## src/rtl/fmul_rr_arbiter.sv

```systemverilog
// rtl/fmul_rr_arbiter.sv - round-robin arbiter sharing one fp16 multiplier among NREQ requesters
// Grants one request per cycle, issues registered operands and routes each product back by ID.
module fmul_rr_arbiter #(
  parameter int NREQ    = 4,
  parameter int MUL_LAT = 1,
  parameter int ID_W    = 2
) (
  input  logic                 clk,
  input  logic                 rst,
  input  logic                 en,
  input  logic [NREQ-1:0]      req_valid,
  input  logic [16*NREQ-1:0]   req_a,
  input  logic [16*NREQ-1:0]   req_b,
  output logic [NREQ-1:0]      req_ready,
  output logic                 mul_valid,
  output logic [15:0]          mul_a,
  output logic [15:0]          mul_b,
  input  logic [15:0]          mul_p,
  output logic [NREQ-1:0]      rsp_valid,
  output logic [15:0]          rsp_data,
  output logic [3:0]           inflight
);

  logic [ID_W-1:0] ptr;
  logic [ID_W-1:0] gnt_id;
  logic            gnt_any;
  int              idx;

  // Stage 0 is the issue register (mirrors mul_valid); stage MUL_LAT lines up with mul_p.
  logic [MUL_LAT:0] pv;
  logic [ID_W-1:0]  pid [MUL_LAT+1];

  always_comb begin
    gnt_any   = 1'b0;
    gnt_id    = '0;
    req_ready = '0;
    idx       = 0;
    if (!rst && en) begin
      for (int k = 0; k < NREQ; k++) begin
        idx = int'(ptr) + k;
        if (idx >= NREQ) idx = idx - NREQ;
        if (!gnt_any && req_valid[idx]) begin
          gnt_any = 1'b1;
          gnt_id  = ID_W'(idx);
        end
      end
    end
    if (gnt_any) req_ready[gnt_id] = 1'b1;
  end

  assign mul_valid = pv[0];

  always_ff @(posedge clk) begin
    if (rst) begin
      ptr       <= '0;
      mul_a     <= '0;
      mul_b     <= '0;
      pv        <= '0;
      for (int k = 0; k <= MUL_LAT; k++) pid[k] <= '0;
      rsp_valid <= '0;
      rsp_data  <= '0;
      inflight  <= '0;
    end else begin
      pv[0] <= gnt_any;
      if (gnt_any) begin
        mul_a  <= req_a[{gnt_id, 4'b0000} +: 16];
        mul_b  <= req_b[{gnt_id, 4'b0000} +: 16];
        pid[0] <= gnt_id;
        ptr    <= (gnt_id == ID_W'(NREQ-1)) ? '0 : ID_W'(gnt_id + 1'b1);
      end
      for (int k = 1; k <= MUL_LAT; k++) begin
        pv[k]  <= pv[k-1];
        pid[k] <= pid[k-1];
      end
      if (pv[MUL_LAT]) begin
        rsp_valid <= NREQ'(1) << pid[MUL_LAT];
        rsp_data  <= mul_p;
      end else begin
        rsp_valid <= '0;
      end
      // An operation stays counted through the cycle its rsp_valid is visible.
      inflight <= 4'(inflight + {3'b000, gnt_any} - {3'b000, |rsp_valid});
    end
  end

endmodule
```

## config.mk

```make
export PLATFORM = sky130hd
export DESIGN_NAME = fmul_rr_arbiter
export DESIGN_NICKNAME = d
export VERILOG_FILES = /design/src/rtl/fmul_rr_arbiter.sv
export SDC_FILE = /design/constraint.sdc
export NUM_CORES = 1
export LEC_CHECK = 0
export ABC_AREA = 1
export BUFFER_PORTS_ARGS = -buffer_cell sky130_fd_sc_hd__buf_2
export CORE_MARGIN = 2
export CORE_UTILIZATION = 50
export CTS_CLUSTER_DIAMETER = 80
export DETAILED_ROUTE_END_ITERATION = 7
export PLACE_DENSITY = 0.88
export SYNTH_ARGS = -nofsm -noshare
export SYNTH_HDL_FRONTEND = slang
export SYNTH_SLANG_ARGS = --single-unit
```

## constraint.sdc

```tcl
create_clock -name clk -period 4.75 [get_ports clk]
set_input_delay 0.2375 -clock clk [delete_from_list [all_inputs] [get_ports clk]]
set_output_delay 0.2375 -clock clk [all_outputs]
set_load 0.02 [all_outputs]
```

==> summary by stage, run 1 <==
Pwr
The power density over the cells is 412 mW/mm^2. The worst supply voltage drop on vdd is 278 uV. The leakage power total is 0.00355 uW.

Critical path
The end of the worst register-to-register path is ptr[1]. Along the worst path, the maximum fanout reaches 36. The family with the most delay on the worst path is simple AND/OR/NAND/NOR gates. The cell depth of the worst flop-to-flop path is 13. The launching element of the worst setup path is ptr[0]. The startpoint identified for the worst register-to-register timing path is ptr[0]. The count of buffer and inverter cells on the critical path is 4. In this run the worst setup path terminates at req_ready[2]. The longest individual stage delay on the worst path is 0.72 ns. On the critical path, the stage with the largest delay is an instance of sky130_fd_sc_hd__inv_2. The worst-case register-to-register setup slack is 1.66 ns.

By instance count, the cell type seen most on the critical path is sky130_fd_sc_hd__nand2_1. The required time of the critical path is 4.51 ns. The instance count on the critical path is 14. Data on the critical path arrives at its endpoint at 3.33 ns. The worst setup path is captured at a primary output.

The signal on the critical path passes through inv_4 > nand2_1 > nand2_2 > nand2_1 > nand2_1 > nor2_4 > nand3_1 > nand3_1 > nand2_2 > inv_2 > ha_1 > inv_1 > nor2_1 > buf_2. The critical path startpoint category is a flip-flop. The type of the setup path with the least slack is flip-flop to primary output.

Cells and area
The register area is 0.00132 mm^2. The count of fill cells added during filler insertion is 778. The fraction of final layout cells sized beyond drive strength 1 is 26.4%. The total area of multi-input combinational cells is 0.00210 mm^2. The antenna cell count is 0. The area growth from synthesis to layout is 28.2%. The final layout contains 1069 nets.

GRT
The number of global-route vias before repair came to 4167. Across every metal layer, demand over resource in global routing totals 25.1%. The global-route wire length before repair is 18.3 mm.

The pin count of the biggest net entering global routing is 99. The initial antenna violation count is 0. For this run the aggregate overflow at the end of global routing stands at 0.

STA
Setup violations remaining at the end of the flow were counted as 0. Summed over all failing endpoints, the final setup total negative slack is 0 ns. Setup repair after global routing left no endpoint under its margin. The count of final hold-check violations came to 0. In the finished design, the share of the clock period the worst path needs comes to 75.2%. The relative max-transition margin is 39.1%. The final critical path time including I/O delays and setup is 3.57 ns.

The achievable frequency is 280 MHz. The slew at the pin closest to its max-slew limit is 0.914 ns. The number of slew-limit violations in the final report was 0.

In the post-route analysis, the smallest setup slack over all paths is 1.18 ns. The worst setup skew after layout is 0.00955 ns.

Clocking
The clock latency reported for the late side of the worst-skew pair is 0.33 ns. The CTS buffer count is 9. The cell sitting at the root of the clock tree is a sky130_fd_sc_hd__clkbuf_8. The register clock-pin slew on the reported worst setup and hold paths is 0.08 ns. In this run the deepest clock path goes through 2 buffers. TritonCTS built the clock tree. The setup fix buffers added after clock tree synthesis is 0. The number of hold buffers added after CTS was 0. The CTS H-tree depth is 3. The post-cts sizing count is 0.

CTS saw 64 sinks.

Routing
For this block, the via count after detailed routing is 4869. After detailed routing, the number of remaining DRC violations is 0. The via density per instance is 4.78. The final layout contains routed wiring with a total length of 11.9 mm. The detail route stage leaves a number of antenna-violating nets equal to 0. The pre-antenna-repair detailed-routing pass consisted of 5 iterations.

After the first detailed-routing iteration, the DRC count stood at 193. The average wire length per cell after detail routing is 11.6 um.

Logic synthesis
The instance count of the mapped netlist is 726. Synthesis inferred 64 register bits. The count of synthesis-stage warnings from yosys is 0. The mean post-synth cell area is 5.90 um^2. The post-synth design cell area is 0.00429 mm^2. Summing the sequential cell areas from Yosys gives 30.8% of the chip area. The number of unique standard cell types used by synthesis is 27.

Die
The die is 96.6 um wide. Measured along the y axis, the die boundary spans 96.6 um. The total die area is 0.00933 mm^2. During I/O placement, the number of pins put on the boundary was 212. The number of core rows is 33. The core area is 0.00826 mm^2. The starting utilization of the core area is 51.9%.

Placement
The pre-CTS setup slack is 1.53 ns. In this run the tool buffered the top-level ports with 211 buffer cells. Detailed placement ended at an HPWL of 8.58 mm.

The congestion estimate from routability-driven global placement came to 0.908.

Run
The number of max-cap violations is 0.

Hold path
The path class of the tightest hold or removal check is input pin to flip-flop.

Status
The flow ran to the end, and the final reports show no timing, DRC or antenna violations.
synth_stat cells, drive strengths merged:
cell type,n,share of area [%]
o21ai,19,2.2
a211oi,1,0.18
clkinv,1,0.087
inv,161,14
edfxtp,4,2.8
dfxtp,60,28
xor2,2,0.41
a21oi,1,0.12
ha,8,2.3
or4,1,0.18
o22ai,1,0.15
nand3b,1,0.18
nor2,51,4.6
fa,1,0.47
conb,1,0.087
clkbuf,12,1.1
nand2,192,17
nand3,177,21
buf,32,4.9
through the flow:
stage / power, uW / area, um^2 / cells / util, % / hold WS (ns)
floorplan: 1500 / 4290 / 727 / - / 0.372
global placement: 1700 / 5250 / 1003 / 63.6 / 0.426
detailed placement: 1720 / 5250 / 1003 / 63.6 / 0.435
CTS: 2280 / 5490 / 1019 / 66.5 / 0.120
global route: 2450 / 5490 / 1019 / 66.5 / 0.106
finish: 2260 / 5490 / 1019 / 66.5 / 0.131
layer usage:
metal	vias up	GRT usage, %	part of all wire, %
li1	2558	-	-
met1	2086	29.6	40
met2	212	44.7	49
met3	13	6.59	9.8
met4	0	7.39	1.3
met5	-	0	0
layout by cell type (no fill, tap or decap), types with 8 or more instances in the layout:
master                       n
sky130_fd_sc_hd__dfxtp_1    60
sky130_fd_sc_hd__o21ai_0    19
sky130_fd_sc_hd__buf_2     211
sky130_fd_sc_hd__nand2_1   187
sky130_fd_sc_hd__ha_1        8
sky130_fd_sc_hd__inv_1     157
sky130_fd_sc_hd__clkbuf_8   10
sky130_fd_sc_hd__nand3_1   176
sky130_fd_sc_hd__nor2_1     50
cell type report:
| cell class | instances | share of cell area (%) |
|---|---|---|
| multi-input cells | 457 | 38.3 |
| well taps | 105 | 2.39 |
| clock inverters | 4 | 1.34 |
| flip-flops and latches | 64 | 24.0 |
| clock buffers | 12 | 3.03 |
| inverters | 162 | 11.2 |
| repair buffers | 215 | 19.8 |
flip-flops by register name, indices dropped and copies added, names as in the netlist:
register / count
pid: 4
mul_b: 16
rsp_data: 16
pv: 2
rsp_valid: 4
ptr: 2
inflight: 4
mul_a: 16
report_power, final:
| part | switching, uW | internal [uW] |
|---|---|---|
| Sequential | 63.6 | 641 |
| Clock | 214 | 342 |
| Combinational | 684 | 319 |
worst reg2reg max path: stages (launching register included):
cell	delay [ns]
sky130_fd_sc_hd__dfxtp_1	0.54
sky130_fd_sc_hd__inv_4	0.11
sky130_fd_sc_hd__nand2_1	0.09
sky130_fd_sc_hd__nand2_2	0.08
sky130_fd_sc_hd__nand2_1	0.08
sky130_fd_sc_hd__nand2_1	0.09
sky130_fd_sc_hd__nor2_4	0.13
sky130_fd_sc_hd__nand3_1	0.08
sky130_fd_sc_hd__nand3_1	0.10
sky130_fd_sc_hd__nand2_2	0.44
sky130_fd_sc_hd__inv_2	0.72
sky130_fd_sc_hd__ha_1	0.36
sky130_fd_sc_hd__nand2_1	0.06
sky130_fd_sc_hd__o21ai_0	0.10
kinds of logic (layout without fill, tap and decap cells):
family	after synthesis	in the layout	synth area share, %
simple gates	422	422	43.0
buf+inv	206	393	20.2
flops	64	64	30.8
compound gates	22	22	2.66
fa+ha+maj	9	9	2.80
xor+xnor	2	2	0.409
other cells	1	2	0.0875
worst min-delay path by stage:
stage | from | to | slack [ns] | depth (start not counted)
CTS | mul_p[10] | rsp_data[10] | 0.12 | 3
global route | mul_p[10] | rsp_data[10] | 0.11 | 3
finish | mul_p[10] | rsp_data[10] | 0.13 | 3
detailed placement | pv[0] | pv[1] | 0.44 | 2
floorplan | mul_p[0] | rsp_data[0] | 0.37 | 2
global placement | pv[0] | pv[1] | 0.43 | 2
No activity file was read; power rests on OpenSTA's default activity.
==> run 2: changes to the inputs <==
- ABC_AREA: 1 -> 0
- CORE_UTILIZATION: 50 -> 43
- PLACE_DENSITY: 0.88 -> 0.82
- clock period: 4.75 -> 3.7 ns (I/O delays scaled with it)
==> run 2 against run 1 <==
Effect of this change:
- sequential power up 13%
- register-to-register slack worse by 0.74 ns
- die area fell by 7.5%
- setup slack got worse by 0.50 ns
- total power down 17%
- via count fell by 27%
- clock power up 11%
- sequential share of layout area up 4.1 points
- first-iteration DRC count decreased by 32%
- synthesized cell count is 52% lower
- largest cell class unchanged
- largest power group is now sequential cells
==> summary by stage, run 2 <==
Die
The number of core rows was 32 (-3.0%). The die boundary width is 92.9 um (-3.8%). The total die area is 0.00863 mm^2 (-7.5%). The core area was 0.00769 mm^2 (-6.9%). The starting utilization of the core area is 44.2% (-7.7 points). The chip height is 92.9 um (-3.8%). The boundary pin count is 212 (unchanged).

Logic synthesis
The count of synthesis-stage warnings from yosys is 0 (unchanged). The count of state elements after synthesis is 64 (unchanged). Yosys attributes the largest share of cell area to sky130_fd_sc_hd__dfxtp_1 35%, sky130_fd_sc_hd__mux2i_1 13%, sky130_fd_sc_hd__o211ai_1 5.7%, sky130_fd_sc_hd__o221ai_2 4.4%, sky130_fd_sc_hd__o221ai_1 4.1%. The most repeated cell in the gate-level netlist after synthesis is sky130_fd_sc_hd__dfxtp_1.

The number of unique standard cell types used by synthesis is 49 (+81%). The portion of synthesized cell area occupied by the leading cell type came to 35.3% (+7.3 points). The number of enable-type register cells in the synthesized netlist came to 4 (unchanged).

The instance count of the mapped netlist was 347 (-52%). The sequential fraction of the synthesis area is 38.9% (+8.1 points). The mean post-synth cell area came to 9.79 um^2 (+66%). By count the netlist is led by 60 x sky130_fd_sc_hd__dfxtp_1, 43 x sky130_fd_sc_hd__mux2i_1, 28 x sky130_fd_sc_hd__nand2_1. For this run, the leading register cell type out of synthesis is sky130_fd_sc_hd__dfxtp_1. The post-synth design cell area is 0.00340 mm^2 (-21%).

The proportion of synthesized flip-flops having asynchronous set or reset was 0% (unchanged). The cell type with the highest aggregate area in the netlist is sky130_fd_sc_hd__dfxtp_1.

Routing
The final routed DRC violation total was 0 (unchanged). The via density per instance is 5.44 (+14%). The total wire length was 10.8 mm (-8.6%). The first-pass detailed-route iteration total was 4 (-1). The violation count after the first detailed-routing iteration came to 132 (-32%). The antenna violation net count after detailed routing is 0 (unchanged). The total via count after detailed routing is 3571 (-27%).

The average wire length per cell after detail routing is 16.5 um (+42%).

Pwr
The worst supply voltage drop on vdd is 163 uV (-41%). The cell-internal power was 1290 uW (-1.3%). The leakage power total is 0.00232 uW (-35%). The switching power of the nets was 586 uW (-39%).

The switching fraction of total power is 31.3% (-11 points). The sequential fraction of design power is 42.5% (+11 points). The share of total power in combinational logic came to 24.4% (-20 points). The overall power after layout is 1870 uW (-17%). The clock network power share was 33.1% (+8.5 points). The power density over the cells is 398 mW/mm^2 (-3.4%).

Critical path
The cell with the largest stage delay on the worst path is sky130_fd_sc_hd__nor4_4. The family with the most delay on the worst path is simple AND/OR/NAND/NOR gates. The critical-path maximum fanout is 36 (unchanged). The critical path goes through mux2i_1 > nor2_2 > nor4_4 > inv_4 > ha_1 > and3_1 > buf_2.

The kind of end point of the critical path is a primary output. The required time of the critical path is 3.51 ns (-1.00 ns). The longest individual stage delay on the worst path is 0.66 ns (-0.06 ns). The worst path arrival time came to 2.83 ns (-0.50 ns). The count of buffer and inverter cells on the critical path was 2 (-2). STA classifies the critical path startpoint as a flip-flop. The worst setup path is of the flip-flop to primary output kind.

Clocking
The CTS buffer count is 9 (unchanged). The clock sink total came to 64 (unchanged). The setup fix buffers added after clock tree synthesis is 0 (unchanged). The clock root buffer master is sky130_fd_sc_hd__clkbuf_8. The CTS H-tree depth was 3 (unchanged). The post-cts sizing count came to 0 (unchanged). The register clock-pin slew on the reported worst setup and hold paths is 0.07 ns (about the same). The maximum count of clock buffers along a single path is 2 (unchanged).

The clock tree from TritonCTS is built. The clock latency reported for the late side of the worst-skew pair is 0.34 ns (about the same). The count of hold buffers inserted by post-cts repair was 0 (unchanged).

STA
The number of endpoints failing setup at the final stage came to 0 (unchanged). The relative max-transition margin is 34.7% (-4.4 points). The number of slew-limit violations in the final report is 0 (unchanged). The slew at the pin closest to its max-slew limit is 0.978 ns (+0.0640 ns). The worst setup skew after layout came to 0.00874 ns (-0.000810 ns). The final sum of negative setup slack is 0 ns (unchanged). The final critical path time including I/O delays and setup is 3.02 ns.

The count of final hold-check violations was 0 (unchanged). After layout, the worst path uses 81.6% of the clock period. The worst hold margin is 0.0791 ns (-0.0520 ns). The achievable frequency is 331 MHz. Setup repair after global routing left no endpoint under its margin.

GRT
The all-layer global routing usage is 24.3% (-0.80 points). The global-route wire length before repair is 16.4 mm (-10%). The global route total overflow is 0 (unchanged). The initial antenna violation count was 1 (+1). The number of global-route vias before repair is 3521 (-16%).

The pin count of the biggest net entering global routing is 37 (-63%).

Cells and area
The number of nets in the layout was 709 (-34%). The area growth from synthesis to layout is 38.3%. In the final layout, the registers with the most flip-flops are mul_a x16, mul_b x16, rsp_data x16.

The fraction of final layout cells sized beyond drive strength 1 is 45.7% (+19 points). Leaving out fill and tap cells, the most frequent cell in the layout is sky130_fd_sc_hd__buf_2. The final standard cell area without fillers came to 0.00470 mm^2 (-14%). The antenna cell count is 0 (unchanged). The count of fill cells added during filler insertion was 683 (-12%). The non-filler instance count after layout was 656 (-36%). The library cells used most frequently in the layout, excluding fill and tap cells, are 211 x sky130_fd_sc_hd__buf_2, 60 x sky130_fd_sc_hd__dfxtp_1, 43 x sky130_fd_sc_hd__mux2i_1.

Placement
The number of port buffers is 211 (unchanged). The total half-perimeter wirelength after legalization and detailed placement is 8.24 mm (-4.0%). The count of placed standard cells including taps is 640 (-36%).

The final estimated routing congestion in global placement came to 0.819 (-9.8%). The post-place instance area came to 0.00450 mm^2 (-14%).

Status
The flow ran to the end, and the final reports show no timing, DRC or antenna violations.

Run
The number of max-cap violations was 0 (unchanged).

Hold path
The path class of the lowest-slack min-delay path is input pin to flip-flop.
run 2: changes by cell type after synthesis, moves of 11 or more:
cell	delta
sky130_fd_sc_hd__nand3_1	-176
sky130_fd_sc_hd__nor2b_1	+17
sky130_fd_sc_hd__mux2i_1	+43
sky130_fd_sc_hd__o211ai_1	+26
sky130_fd_sc_hd__o221ai_1	+16
sky130_fd_sc_hd__nand2_1	-159
sky130_fd_sc_hd__inv_1	-151
sky130_fd_sc_hd__o21ai_0	-11
sky130_fd_sc_hd__nor2_1	-30
run 2: area by class of cell:
cell class	count	area, um^2	share of cell area (%)
multi-input cells	249	1920	40.8
flip-flops and latches	64	1320	28.1
repair buffers	216	1090	23.3
clock buffers	10	138	2.93
well taps	102	128	2.71
clock inverters	6	66.3	1.41
inverters	9	38.8	0.825
run 2: routing by layer:
| layer | wire [um] | GRT usage [%] | vias to the layer above | part of all wire (%) |
|---|---|---|---|---|
| met5 | 10 | 0 | - | 0.092 |
| met4 | 374 | 11.8 | 2 | 3.5 |
| met3 | 1050 | 8.62 | 35 | 9.7 |
| met2 | 5340 | 42.5 | 198 | 49 |
| met1 | 4070 | 25.9 | 1634 | 38 |
| li1 | - | - | 1702 | - |
run 2: path summary, 6_finish.rpt:
| path | from | end | slack [ns] | cells after the start |
|---|---|---|---|---|
| min | mul_p[15] | rsp_data[15] | 0.08 | 3 |
| max | ptr[1] | req_ready[0] | 0.68 | 7 |
| min reg2reg | pv[0] | pv[1] | 0.47 | 1 |
| max reg2reg | ptr[1] | mul_a[4] | 0.92 | 7 |
run 2: kinds of logic after synthesis:
logic type,count (synthesis),synth area share (%)
and+or+nand+nor,104,17.4
AOI/OAI and AO/OA,88,21.6
DFF,64,38.9
muxes,43,12.7
buffers and inverters,35,5.04
adders and majority gates,9,3.53
xor gates and xnor gates,3,0.773
other,1,0.110
run 2: worst register-to-register path: cells and delay by family, from the launching register on:
kind            cells  cell delay [ns]
flops               1             0.46
mux                 1             0.25
simple gates        2             0.79
compound gates      2             0.42
buf+inv             2             0.73
run 2: power by group through the flow:
stage               Combinational [uW]  Sequential, uW  Clock, uW
floorplan                          207             871          0
detailed placement                 458             810          0
CTS                                459             796        631
finish                             456             796        619
global placement                   445             808          0
global route                       496             803        663
run 2: per-stage QoR:
step                      setup WS (ns)  utilization, %
after floorplan                    1.59               -
after global placement             1.04            58.5
after detailed placement          0.924            58.5
after CTS                         0.641            61.1
after global routing              0.450            61.1
final                             0.680            61.1
